**src/rtl/regfile_wb_arbiter.sv**
```systemverilog
// Write-port arbiter for the integer register file. Two writeback sources
// (A: in-order pipeline, B: long-latency unit) each feed a 2-entry FIFO; a
// round-robin arbiter drains the FIFO heads into a registered write port.
// A combinational busy query reports registers with writes still queued.
module regfile_wb_arbiter #(
    parameter int unsigned DATA_W = 32,
    parameter int unsigned ADDR_W = 5
) (
    input  logic              clk,
    input  logic              rst,
    input  logic              a_valid,
    output logic              a_ready,
    input  logic [ADDR_W-1:0] a_addr,
    input  logic [DATA_W-1:0] a_data,
    input  logic              b_valid,
    output logic              b_ready,
    input  logic [ADDR_W-1:0] b_addr,
    input  logic [DATA_W-1:0] b_data,
    input  logic [ADDR_W-1:0] q_addr,
    output logic              q_busy,
    output logic              rf_we,
    output logic [ADDR_W-1:0] rf_waddr,
    output logic [DATA_W-1:0] rf_wdata
);

    // Index 0 is port A, index 1 is port B. Slot 0 is always the FIFO head.
    logic [ADDR_W-1:0] fifo_addr_q [2][2];
    logic [ADDR_W-1:0] fifo_addr_d [2][2];
    logic [DATA_W-1:0] fifo_data_q [2][2];
    logic [DATA_W-1:0] fifo_data_d [2][2];
    logic [1:0]        cnt_q [2];
    logic [1:0]        cnt_d [2];
    logic              last_q, last_d;  // 1: B was granted last
    logic              rf_we_q, rf_we_d;
    logic [ADDR_W-1:0] rf_waddr_q, rf_waddr_d;
    logic [DATA_W-1:0] rf_wdata_q, rf_wdata_d;

    logic [1:0]        in_valid;
    logic [ADDR_W-1:0] in_addr [2];
    logic [DATA_W-1:0] in_data [2];
    logic [1:0]        ready;
    logic [1:0]        push;
    logic [1:0]        non_empty;
    logic [1:0]        grant;
    logic [1:0]        slot;

    // Handshake: ready ignores same-cycle pops; x0 writes are accepted but dropped
    always_comb begin
        in_valid   = {b_valid, a_valid};
        in_addr[0] = a_addr;
        in_addr[1] = b_addr;
        in_data[0] = a_data;
        in_data[1] = b_data;
        ready      = 2'b00;
        push       = 2'b00;
        non_empty  = 2'b00;
        for (int p = 0; p < 2; p++) begin
            ready[p]     = rst && (cnt_q[p] != 2'd2);
            push[p]      = in_valid[p] && ready[p] && (in_addr[p] != '0);
            non_empty[p] = (cnt_q[p] != 2'd0);
        end
    end

    assign a_ready = ready[0];
    assign b_ready = ready[1];

    // Round-robin grant: a lone non-empty FIFO wins, ties go to the port not served last
    always_comb begin
        grant    = 2'b00;
        grant[0] = non_empty[0] && (!non_empty[1] || last_q);
        grant[1] = non_empty[1] && (!non_empty[0] || !last_q);
    end

    // FIFO next state: pop shifts slot 1 into the head, push lands after the survivors
    always_comb begin
        slot = 2'b00;
        for (int p = 0; p < 2; p++) begin
            fifo_addr_d[p][0] = fifo_addr_q[p][0];
            fifo_addr_d[p][1] = fifo_addr_q[p][1];
            fifo_data_d[p][0] = fifo_data_q[p][0];
            fifo_data_d[p][1] = fifo_data_q[p][1];
            slot[p] = (cnt_q[p] == 2'd2) || ((cnt_q[p] == 2'd1) && !grant[p]);
            if (grant[p]) begin
                fifo_addr_d[p][0] = fifo_addr_q[p][1];
                fifo_data_d[p][0] = fifo_data_q[p][1];
            end
            if (push[p]) begin
                fifo_addr_d[p][slot[p]] = in_addr[p];
                fifo_data_d[p][slot[p]] = in_data[p];
            end
            cnt_d[p] = cnt_q[p] + {1'b0, push[p]} - {1'b0, grant[p]};
        end
    end

    // Output stage and round-robin pointer next state; address/data hold without a grant
    always_comb begin
        last_d     = last_q;
        rf_we_d    = |grant;
        rf_waddr_d = rf_waddr_q;
        rf_wdata_d = rf_wdata_q;
        if (grant[1]) begin
            last_d     = 1'b1;
            rf_waddr_d = fifo_addr_q[1][0];
            rf_wdata_d = fifo_data_q[1][0];
        end else if (grant[0]) begin
            last_d     = 1'b0;
            rf_waddr_d = fifo_addr_q[0][0];
            rf_wdata_d = fifo_data_q[0][0];
        end
    end

    // State registers; reset discards queued writes and any write in flight
    always_ff @(posedge clk or negedge rst) begin
        if (!rst) begin
            for (int p = 0; p < 2; p++) begin
                cnt_q[p] <= 2'd0;
                for (int s = 0; s < 2; s++) begin
                    fifo_addr_q[p][s] <= '0;
                    fifo_data_q[p][s] <= '0;
                end
            end
            last_q     <= 1'b0;
            rf_we_q    <= 1'b0;
            rf_waddr_q <= '0;
            rf_wdata_q <= '0;
        end else begin
            for (int p = 0; p < 2; p++) begin
                cnt_q[p] <= cnt_d[p];
                for (int s = 0; s < 2; s++) begin
                    fifo_addr_q[p][s] <= fifo_addr_d[p][s];
                    fifo_data_q[p][s] <= fifo_data_d[p][s];
                end
            end
            last_q     <= last_d;
            rf_we_q    <= rf_we_d;
            rf_waddr_q <= rf_waddr_d;
            rf_wdata_q <= rf_wdata_d;
        end
    end

    assign rf_we    = rf_we_q;
    assign rf_waddr = rf_waddr_q;
    assign rf_wdata = rf_wdata_q;

    // Busy query over queued entries only; the output stage is covered by RF bypass
    always_comb begin
        logic hit;
        hit = 1'b0;
        for (int p = 0; p < 2; p++) begin
            if ((cnt_q[p] != 2'd0) && (fifo_addr_q[p][0] == q_addr)) hit = 1'b1;
            if ((cnt_q[p] == 2'd2) && (fifo_addr_q[p][1] == q_addr)) hit = 1'b1;
        end
        q_busy = hit && (q_addr != '0);
    end

endmodule

```
**config.mk**
```make
export PLATFORM = sky130hd
export DESIGN_NAME = regfile_wb_arbiter
export DESIGN_NICKNAME = d
export VERILOG_FILES = /design/src/rtl/regfile_wb_arbiter.sv
export SDC_FILE = /design/constraint.sdc
export NUM_CORES = 1
export LEC_CHECK = 0
export ABC_AREA = 1
export BUFFER_PORTS_ARGS = -buffer_cell sky130_fd_sc_hd__buf_4
export CAP_MARGIN = 20
export CORE_UTILIZATION = 45
export CTS_CLUSTER_DIAMETER = 150
export CTS_CLUSTER_SIZE = 28
export DETAILED_ROUTE_END_ITERATION = 8
export GPL_ROUTABILITY_DRIVEN = 0
export HOLD_SLACK_MARGIN = 0.03
export PLACE_DENSITY = 0.74
export SLEW_MARGIN = 20
export SYNTH_ARGS = -nofsm -noshare
export SYNTH_HDL_FRONTEND = slang
export SYNTH_SLANG_ARGS = --single-unit
```
**constraint.sdc**
```tcl
create_clock -name clk -period 1.9 [get_ports clk]
set_clock_uncertainty 0.05 [all_clocks]
set_input_delay 0.285 -clock clk [delete_from_list [all_inputs] [get_ports clk]]
set_output_delay 0.285 -clock clk [all_outputs]
set_load 0.01 [all_outputs]
```
==> results.md, run 1 <==
* Status: finished with violations
* Failing checks: negative setup slack
* Post-DP HPWL at 14900 um
* Bufs on Longest Clock Path at 2
* Worst setup SP type: register
* Antenna Cells at 0
* Flop2flop setup slack at -0.01 ns
* Synth Cell Area at 9200 um^2
* Dominant cells by area after synthesis: dfrtp_1, nand2_1, o21ai_0, nand3_1, o21ai_2
* Full die area at 21000 um^2
* PwrDens at 1820 nW/um^2
* Final WS setup at -0.138 ns
* Slowest-stage cell, CP: dfrtp_1
* CP required at 1.56 ns
* Placeable Area at 19800 um^2
* Fmax at 491 MHz
* Initial antenna violation count at 0
* HP Class: input port to register
* Clock buffers created by TritonCTS at 17
* WS Path Type: register to output pin
* Crit-path max FO at 5
* Initial core utilization at 46.5%
* Max Slew Vio Count at 0
* Relative slew slack at 47.5%
* Sequential share of the synthesized area at 51.9%
* Antenna-violating nets left at 0
* Drc violations at 0
* DRT Wirelength at 24500 um
* Via Count at 8214
* Pre-CTS WS at -0.0933 ns
* Minimum clock period after layout at 2.04 ns
* Post-synth net total at 1267
* Top cell by count, worst path: nor2_1
* Worst hold margin at 0.0416 ns
* Post-DR vias/cell at 5.13
* Layout cells sized above 1 at 19.3%
* CTS tree: yes
* Ys Warns at 0
* Port bufs at 123
* Die height at 145 um
* Unrepaired setup endpoints after global routing: true
* Site row count at 51
* CTS HTree Levels at 4
* Chip Width at 145 um
* TritonRoute pass-1 iters at 5
* Pin count of the biggest net entering global routing at 131
* Worst-Margin Slew at 0.787 ns
* CP arrival at 1.70 ns
* GRT Total Usage at 23.1%
* Core Util, Final at 58.6%
* Fin nets at 1411
* Largest stage delay, worst path at 0.42 ns
* Leakage power at 6.13 nW
* Clock tree sinks at 191
* First-pass GRT wire length at 39100 um
* Vias in the first global route at 7770
* # IOs at 124
* Later-pin clock latency in the skew report at 0.43 ns
* Final setup viols at 2
* CTS root buf: clkbuf_16
* Post-Syn Area per Cell at 7.80 um^2
* Top cell type by total area after synthesis: dfrtp_1
* CP Capture Type: output pin
* Share of the synthesized area in the top cell type at 51.9%
* Grt total ovfl at 0
* Flops & latches, synth at 191
* Post-Syn Instances at 1180
* Final Hold Viols at 0
* Avg WL per Cell at 15.3 um
* Initial drt markers at 535
* Area growth syn-to-layout at 25.9%
* CP Cell Sequence: inv_2 -> nand2_4 -> nand2_1 -> nor2_1 -> nand3_1 -> nand2_1 -> nor2_1 -> nor2_1 -> buf_4
* VDD IR max at 1170 uV
* MaxCap Viol Count at 0
* Reg clk slew, reported paths at 0.07 ns
* Tcrit/Tclk final at 107%
* Synth unique cells at 26
## per-layer routing
layer | global-route usage (%) | wire length [um]
met5 | 0 | 0
met4 | 5.90 | 361
met3 | 4.59 | 1640
met2 | 38.9 | 12100
met1 | 30.4 | 10400
## path summary, 6_finish.rpt
path | cells after the start | from | end
max | 9 | cnt_q[0]$_DFF_PN0_ | q_busy
min reg2reg | 2 | register | register
min | 3 | a_data[22] | register
max in group asynchronous | 3 | rst | rf_wdata[14]$_DFFE_PN0P_
min in group asynchronous | 3 | rst | fifo_addr_q[6]$_DFF_PN0_
max reg2reg | 10 | cnt_q[3]$_DFF_PN0_ | cnt_q[3]$_DFF_PN0_
## kinds of logic after synthesis
| family | Yosys count | synth area share (%) |
|---|---|---|
| simple gates | 672 | 29.3 |
| xor+xnor | 4 | 0.381 |
| buf+inv | 142 | 7.48 |
| compound gates | 167 | 10.4 |
| flops | 191 | 51.9 |
| fa+ha+maj | 4 | 0.544 |
## through the flow
stage	setup TNS (ns)	total power, mW	std cells	instance area, um^2
finish	-0.149	21.1	1600	11600
detailed placement	-0.956	16.6	1526	10400
global placement	-0.0587	16.3	1526	10400
CTS	-0.158	20.5	1588	11300
floorplan	0	13.6	1180	9200
global route	-0.522	22.7	1600	11600
## cell usage in the layout (no fill, tap or decap), types with 2 or more instances in the layout
master | Yosys | final
buf_4 | 13 | 142
a21oi_1 | 39 | 39
bufinv_16 | 0 | 3
clkinv_2 | 0 | 2
nor2_4 | 2 | 4
xor2_1 | 2 | 2
o21ai_1 | 9 | 9
ha_4 | 0 | 3
nor2_1 | 62 | 60
nand2_1 | 519 | 514
nand2_4 | 2 | 5
dlygate4sd3_1 | 0 | 32
buf_12 | 0 | 10
clkbuf_8 | 0 | 4
inv_1 | 66 | 64
nand2_2 | 5 | 7
xnor2_2 | 0 | 2
o21ai_0 | 87 | 87
buf_6 | 11 | 5
dfrtp_1 | 191 | 191
nand3_1 | 79 | 78
clkbuf_16 | 0 | 19
o21ai_2 | 30 | 30
inv_2 | 7 | 9
clkinvlp_4 | 0 | 2
## synthesized netlist by cell type
master	number
nand2_1	519
dfrtp_1	191
o21ai_0	87
nand3_1	79
inv_1	66
nor2_1	62
a21oi_1	39
o21ai_2	30
clkbuf_1	23
buf_2	19
buf_4	13
buf_6	11
o21ai_1	9
inv_2	7
nand2_2	5
ha_1	4
buf_1	3
nand2_4	2
nor2_4	2
xnor2_1	2
xor2_1	2
a21oi_2	1
a31oi_1	1
nand3_4	1
nor2_8	1
nor4_1	1
## area by class of cell
type                            count  area (um^2)
Clock buffer                       21          470
Clock inverter                      9          133
Fill cell                        1779         8190
Inverter                           73          274
Multi-Input combinational cell    848         3870
Sequential cell                   191         4780
Tap cell                          265          332
Timing Repair Buffer              193         1730
## what timing repair did
action / 4_1_cts / 5_1_grt
buffers inserted: 2 / 6
hold buffers: 30 / 2
resized for setup: 3 / 28
gates cloned: 0 / 4
setup endpoints to repair: 51 / 116
endpoints found under the hold margin: 160 / 2
pin swaps: 8 / 17
## worst max-delay path, delay by kind of cell (launching register included)
kind | cells | cell delay (ns)
and+or+nand+nor | 7 | 0.62
buffers and inverters | 2 | 0.24
DFF | 1 | 0.42
## power breakdown
group          switching, mW  leakage (nW)  internal, mW
logic                   6.25          3.44          3.96
clock network           1.54         0.291          2.16
registers               1.14          2.40          6.00
total                   8.93          6.13          12.1
(Power assumes the default switching activity.)
==> inputs of run 2 (changes only) <==
HOLD_SLACK_MARGIN = 0.05   (was 0.03)
==> results.md, run 2 (same netlist as run 1, synthesis figures left out) <==
* Sw frac at 42.4% (about the same)
* Slowest-stage cell, CP: dfrtp_1
* Worst R2R End: cnt_q[3]$_DFF_PN0_
* PwrDens at 1810 nW/um^2 (-0.47%)
* WS Path Type: register to output pin
* Comb pwr share at 48.5% (about the same)
* Avg WL per Cell at 15.4 um (+0.12%)
* Unrepaired setup endpoints after global routing: true
* CTS HTree Levels at 4 (unchanged)
* Reg-to-Reg Start: cnt_q[3]$_DFF_PN0_
* Crit path buffers/inverters at 2 (unchanged)
* Later-pin clock latency in the skew report at 0.43 ns (about the same)
* Fmax at 497 MHz (+1.3%)
* Port bufs at 123 (unchanged)
* Minimum clock period after layout at 2.01 ns (-0.0258 ns)
* CTS tree: yes
* Antenna-violating nets left at 0 (unchanged)
* Via Count at 8283 (+0.84%)
* Clk network pwr share at 17.6% (about the same)
* Post-DR vias/cell at 5.16 (+0.46%)
* Status: finished with violations
* DRT Wirelength at 24700 um (+0.50%)
* Hold Path Cell Cnt at 3 (unchanged)
* Area growth syn-to-layout at 26.6%
* Max Slew Vio Count at 0 (unchanged)
* Bufs on Longest Clock Path at 2 (unchanged)
* R2R depth at 10 (unchanged)
* Failing checks: negative setup slack
* Area of the multi-input gates at 3870 um^2 (unchanged)
* CP arrival at 1.68 ns (-0.02 ns)
* Largest stage delay, worst path at 0.42 ns (about the same)
* Top cell by count, worst path: nor2_1
* Reg clk slew, reported paths at 0.07 ns (about the same)
* GRT Total Usage at 23.2% (+0.097 points)
* NetSw at 8.93 mW (about the same)
* Commonest non-fill, non-tap cell in the layout: nand2_1
* Layout cells sized above 1 at 19.2% (-0.086 points)
* Site row count at 51 (unchanged)
* Final Hold Viols at 0 (unchanged)
* Initial drt markers at 543 (+1.5%)
* CP Capture Type: output pin
* Min-delay src: b_data[15]
* TritonRoute pass-1 iters at 7 (+2)
* Core Util, Final at 58.9% (+0.30 points)
* Final setup viols at 2 (unchanged)
* Most frequent cells in the layout: nand2_1, dfrtp_1, buf_4
* Pin count of the biggest net entering global routing at 131 (unchanged)
* Flop2flop setup slack at -0.01 ns (about the same)
* Cell family with most CP delay: simple AND/OR/NAND/NOR gates
* Clock tree sinks at 191 (unchanged)
* Fin nets at 1417 (+0.43%)
* Pre-CTS WS at -0.0933 ns (unchanged)
* Finished Cell Area at 11600 um^2 (+0.52%)
* Register area at 4780 um^2 (unchanged)
* CTS root buf: clkbuf_16
* Crit-path max FO at 5 (unchanged)
* Chip Width at 145 um (unchanged)
* Post-DP HPWL at 14900 um (unchanged)
* DP Area at 10400 um^2 (unchanged)
* Tcrit/Tclk final at 106% (-1.4 points)
* HP Class: input port to register
* Cell Int Power at 12.1 mW (about the same)
* Reg power frac at 33.9% (about the same)
* Initial antenna violation count at 0 (unchanged)
* Final WS setup at -0.113 ns (+0.0258 ns)
* # IOs at 124 (unchanged)
* Vias in the first global route at 7804 (+0.44%)
* Worst setup SP type: register
* Filler Cell Count at 1772 (-0.39%)
* First-pass GRT wire length at 39300 um (+0.42%)
* Grt total ovfl at 0 (unchanged)
* Relative slew slack at 47.8% (+0.24 points)
* Clock buffers created by TritonCTS at 17 (unchanged)
* Initial core utilization at 46.5% (unchanged)
* Placeable Area at 19800 um^2 (unchanged)
* CP Cell Sequence: inv_2 -> nand2_4 -> nand2_1 -> nor2_1 -> nand3_1 -> nand2_1 -> nor2_1 -> nor2_1 -> buf_4
* Full die area at 21000 um^2 (unchanged)
* MaxCap Viol Count at 0 (unchanged)
* Antenna Cells at 0 (unchanged)
* CP required at 1.56 ns (about the same)
* Worst-Margin Slew at 0.783 ns (-0.00359 ns)
* VDD IR max at 1160 uV (-0.36%)
* Die height at 145 um (unchanged)
* Leakage power at 6.16 nW (+0.41%)
* Drc violations at 0 (unchanged)
run 2: through the flow:
step           total power [mW]  setup TNS [ns]  hold WS (ns)  std cells
2_1_floorplan              13.6               0       -0.0606       1180
3_3_place_gp               16.3         -0.0587         0.403       1526
3_5_place_dp               16.6          -0.956         0.408       1526
4_1_cts                    20.6          -0.158        0.0544       1596
5_1_grt                    22.8          -0.522        0.0689       1606
6_report                   21.1          -0.127        0.0626       1606
run 2: worst max path at each step:
stage | start | to | slack (ns) | cells after the start
floorplan | cnt_q[2]$_DFF_PN0_ | cnt_q[1]$_DFF_PN0_ | 0.04 | 11
global placement | cnt_q[3]$_DFF_PN0_ | fifo_addr_q[8]$_DFF_PN0_ | -0.06 | 9
detailed placement | cnt_q[3]$_DFF_PN0_ | fifo_addr_q[8]$_DFF_PN0_ | -0.09 | 9
CTS | cnt_q[2]$_DFF_PN0_ | q_busy | -0.13 | 9
global route | cnt_q[1]$_DFF_PN0_ | q_busy | -0.21 | 9
finish | cnt_q[0]$_DFF_PN0_ | q_busy | -0.11 | 9
run 2: timing repair:
item                                    in CTS  in global routing
gates resized for setup                      3                 28
buffers inserted                             2                  6
endpoints found under the setup margin      51                116
hold endpoints to repair                   192                  0
pin swaps                                    8                 17
cloned                                       0                  4
hold buffers                                38                  0
run 2: worst reg2reg max path: stages, from the launching register on:
cell and delay, ns:
dfrtp_1 0.39, inv_2 0.10, nor2_4 0.04, buf_4 0.14
nor2_4 0.16, nand3_4 0.13, ha_4 0.28, inv_1 0.03
ha_2 0.17, xnor2_2 0.14, xor2_1 0.16
run 2: power groups by stage:
stage / clock, mW / combinational [mW] / sequential, mW
detailed placement: 0 / 9.46 / 7.17
global placement: 0 / 9.18 / 7.15
CTS: 3.76 / 9.65 / 7.14
finish: 3.71 / 10.2 / 7.15
floorplan: 0 / 6.52 / 7.06
global route: 3.93 / 11.5 / 7.36
run 2: cell type report:
class / instances / share of cell area [%]
inverters: 73 / 2.35
well taps: 265 / 2.85
repair buffers: 199 / 15.4
multi-input cells: 848 / 33.2
clock buffers: 21 / 4.04
clock inverters: 9 / 1.14
flip-flops and latches: 191 / 41.0
run 2: per-layer routing:
| layer | global-route usage (%) | wire (um) | vias up |
|---|---|---|---|
| met3 | 4.59 | 1710 | 30 |
| li1 | - | - | 4015 |
| met5 | 0 | 0 | - |
| met1 | 30.5 | 10400 | 3945 |
| met2 | 39.1 | 12200 | 293 |
| met4 | 5.90 | 371 | 0 |
==> inputs of run 3 (changes only) <==
ABC_AREA = unset   (was 1)
CORE_MARGIN = 5   (was unset)
MAX_ROUTING_LAYER = met4   (was unset)
PLACE_DENSITY = 0.75   (was 0.74)
==> results.md, run 3 <==
* Finished Cell Area at 11700 um^2 (+0.86%)
* Tcrit/Tclk final at 105% (-0.67 points)
* Initial drt markers at 287 (-47%)
* Slowest-stage cell, CP: dfrtp_1
* Port bufs at 123 (unchanged)
* Share of the synthesized area in the top cell type at 57.1% (+5.2 points)
* Chip Width at 146 um (+0.95%)
* Post-Syn Area per Cell at 11.7 um^2 (+50%)
* Bufs on Longest Clock Path at 2 (unchanged)
* Later-pin clock latency in the skew report at 0.43 ns (about the same)
* Site row count at 49 (-3.9%)
* Crit path launch: cnt_q[3]$_DFF_PN0_
* Top-count cell post-synth: dfrtp_1
* Post-Syn Instances at 717 (-39%)
* Layout cells sized above 1 at 34.8% (+16 points)
* Initial antenna violation count at 0 (unchanged)
* Failing checks: negative setup slack
* Worst-Margin Slew at 0.794 ns (+0.0104 ns)
* Reg power frac at 36.8% (+2.9 points)
* Reg clk slew, reported paths at 0.07 ns (about the same)
* Most frequent cells in the layout: dfrtp_1, buf_4, nor2_1
* Cell Int Power at 12.8 mW (+5.6%)
* Unrepaired setup endpoints after global routing: true
* Avg WL per Cell at 19.0 um (+24%)
* Crit-path max FO at 5 (unchanged)
* Comb pwr share at 46.8% (-1.7 points)
* Pin count of the biggest net entering global routing at 116 (-11%)
* Fmax at 500 MHz (+0.63%)
* Full die area at 21400 um^2 (+1.9%)
* CTS root buf: clkbuf_16
* Pre-CTS WS at -0.196 ns (-0.103 ns)
* Most frequent cells after synthesis: dfrtp_1, nor2_1, nand2_1
* Post-synth net total at 804 (-37%)
* Final Hold Viols at 0 (unchanged)
* Status: finished with violations
* Antenna Cells at 0 (unchanged)
* Die height at 146 um (+0.95%)
* DP Area at 9830 um^2 (-5.2%)
* CTS HTree Levels at 4 (unchanged)
* Initial core utilization at 46.1% (-0.40 points)
* Post-DP HPWL at 12600 um (-16%)
* Filler Cell Count at 1355 (-24%)
* Drc violations at 0 (unchanged)
* # IOs at 124 (unchanged)
* Flop2flop setup slack at 0 ns (about the same)
* Max Slew Vio Count at 0 (unchanged)
* Antenna-violating nets left at 0 (unchanged)
* Reg-to-Reg Start: cnt_q[0]$_DFF_PN0_
* PwrDens at 1690 nW/um^2 (-6.5%)
* Fin nets at 1046 (-26%)
* Sw frac at 35.5% (-6.9 points)
* Largest stage delay, worst path at 0.42 ns (about the same)
* NetSw at 7.05 mW (-21%)
* CP required at 1.56 ns (about the same)
* CTS tree: yes
* Number of enable flip-flop cells after synthesis at 0 (unchanged)
* Placeable Area at 18100 um^2 (-8.3%)
* VDD IR max at 924 uV (-20%)
* Area growth syn-to-layout at 40.4%
* CP Cell Sequence: buf_4 -> nor2_2 -> nor3_2 -> nor4_2 -> a21oi_1 -> buf_4
* Grt total ovfl at 0 (unchanged)
* First-pass GRT wire length at 33700 um (-14%)
* Post-DR vias/cell at 5.32 (+3.2%)
* Minimum clock period after layout at 2.00 ns (-0.0127 ns)
* Synth unique cells at 33 (+27%)
* Critical Path End: q_busy
* WS Path Type: register to output pin
* Core Util, Final at 64.7% (+5.9 points)
* DRT Wirelength at 22800 um (-7.6%)
* Top_reg_cell synth: dfrtp_1
* Ys Warns at 0 (unchanged)
* Clock buffers created by TritonCTS at 17 (unchanged)
* Via Count at 6385 (-23%)
* TritonRoute pass-1 iters at 5 (-2)
* Vias in the first global route at 6464 (-17%)
* Commonest non-fill, non-tap cell in the layout: dfrtp_1
* Synth Cell Area at 8370 um^2 (-9.0%)
* Top cell by count, worst path: buf_4
* Relative slew slack at 47.1% (-0.69 points)
* Top cell type by total area after synthesis: dfrtp_1
* GRT Total Usage at 20.0% (-3.2 points)
* Asr flop ratio synth at 100% (unchanged)
* Sequential share of the synthesized area at 57.1% (+5.2 points)
* MaxCap Viol Count at 0 (unchanged)
* Clock tree sinks at 191 (unchanged)
* Clk network pwr share at 16.4% (-1.2 points)
* HP Class: input port to register
* CP arrival at 1.67 ns (about the same)
* Final WS setup at -0.100 ns (+0.0127 ns)
* CP Capture Type: output pin
* Dominant cells by area after synthesis: dfrtp_1, mux2i_1, mux2_2, mux2_4, o21ai_0
* Final setup viols at 1 (-1)
* Flops & latches, synth at 191 (unchanged)
* Worst setup SP type: register
* Leakage power at 5.52 nW (-10%)
* R2R depth at 9 (-1)
-- run 3: cell count changes in the layout (fill, tap and decap cells not counted), sizes merged, moves of 38 or more --
cell   before  now
a21oi      40    1
o22ai       0   38
o21ai     126   77
mux2i       0   74
mux2        0   74
buf       158  197
nand3      80    2
nand2     526   75
inv        74    7
-- run 3: critical path: cells and delay by family (launching register included) --
kind                   cells  cell delay [ns]
buffers and inverters      2             0.33
DFF                        1             0.42
and+or+nand+nor            3             0.41
AOI/OAI and AO/OA          1             0.07
-- run 3: layout make-up --
class                   count  area (um^2)  share of cell area, %
flip-flops and latches    191         4780                   40.7
inverters                   5         18.8                  0.160
multi-input cells         473         3590                   30.5
well taps                 229          287                   2.44
clock buffers              22          464                   3.95
repair buffers            271         2550                   21.7
clock inverters             9         60.1                  0.511
-- run 3: metrics by stage --
step / hold slack [ns] / TNS, ns / cells / power (mW)
2_1_floorplan: -0.0606 / 0 / 717 / 12.4
3_3_place_gp: 0.266 / -7.12 / 1060 / 14.7
3_5_place_dp: 0.268 / -9.49 / 1060 / 14.9
4_1_cts: 0.0620 / -0.169 / 1173 / 18.7
5_1_grt: 0.0636 / -1.27 / 1200 / 21.1
6_report: 0.0784 / -0.100 / 1200 / 19.9
-- run 3: metal layers --
metal	track usage (%)	up-vias	routed length, um
met5	-	-	0
met4	5.03	0	459
met3	4.59	34	1020
met2	33.5	180	11700
met1	24.8	3209	9640
li1	-	2962	-
-- run 3: cell families (layout without fill, tap and decap cells) --
family	count (synthesis)	in the layout	share of synthesized area, %
compound gates	119	119	7.76
xor+xnor	24	24	2.51
fa+ha+maj	4	4	0.598
buf+inv	53	307	3.21
flops	191	191	57.1
mux	148	148	20.1
simple gates	178	178	8.67
-- run 3: how the worst min path moves through the flow --
stage | startpoint | to | cells past startpoint
after floorplan | rst | asynchronous set/reset pin | 0
after global placement | rst | fifo_addr_q[19]$_DFF_PN0_ | 2
after detailed placement | rst | fifo_addr_q[19]$_DFF_PN0_ | 2
final | b_addr[4] | fifo_addr_q[9]$_DFF_PN0_ | 3
after CTS | b_addr[4] | fifo_addr_q[9]$_DFF_PN0_ | 3
after global routing | b_addr[4] | register | 2
-- run 3: power by group through the flow --
stage / clock network [mW] / registers (mW) / logic (mW)
2_1_floorplan: 0 / 7.20 / 5.15
3_3_place_gp: 0 / 7.25 / 7.41
3_5_place_dp: 0 / 7.31 / 7.63
4_1_cts: 3.33 / 7.25 / 8.10
5_1_grt: 3.51 / 7.53 / 10.1
6_report: 3.26 / 7.30 / 9.30
-- run 3: what timing repair did --
action	in CTS	in global routing
pin swaps	13	13
gates resized for setup	13	42
gates cloned	0	10
endpoints found under the hold margin	255	13
hold buffers	67	1
setup buffers	16	16
endpoints found under the setup margin	2	91
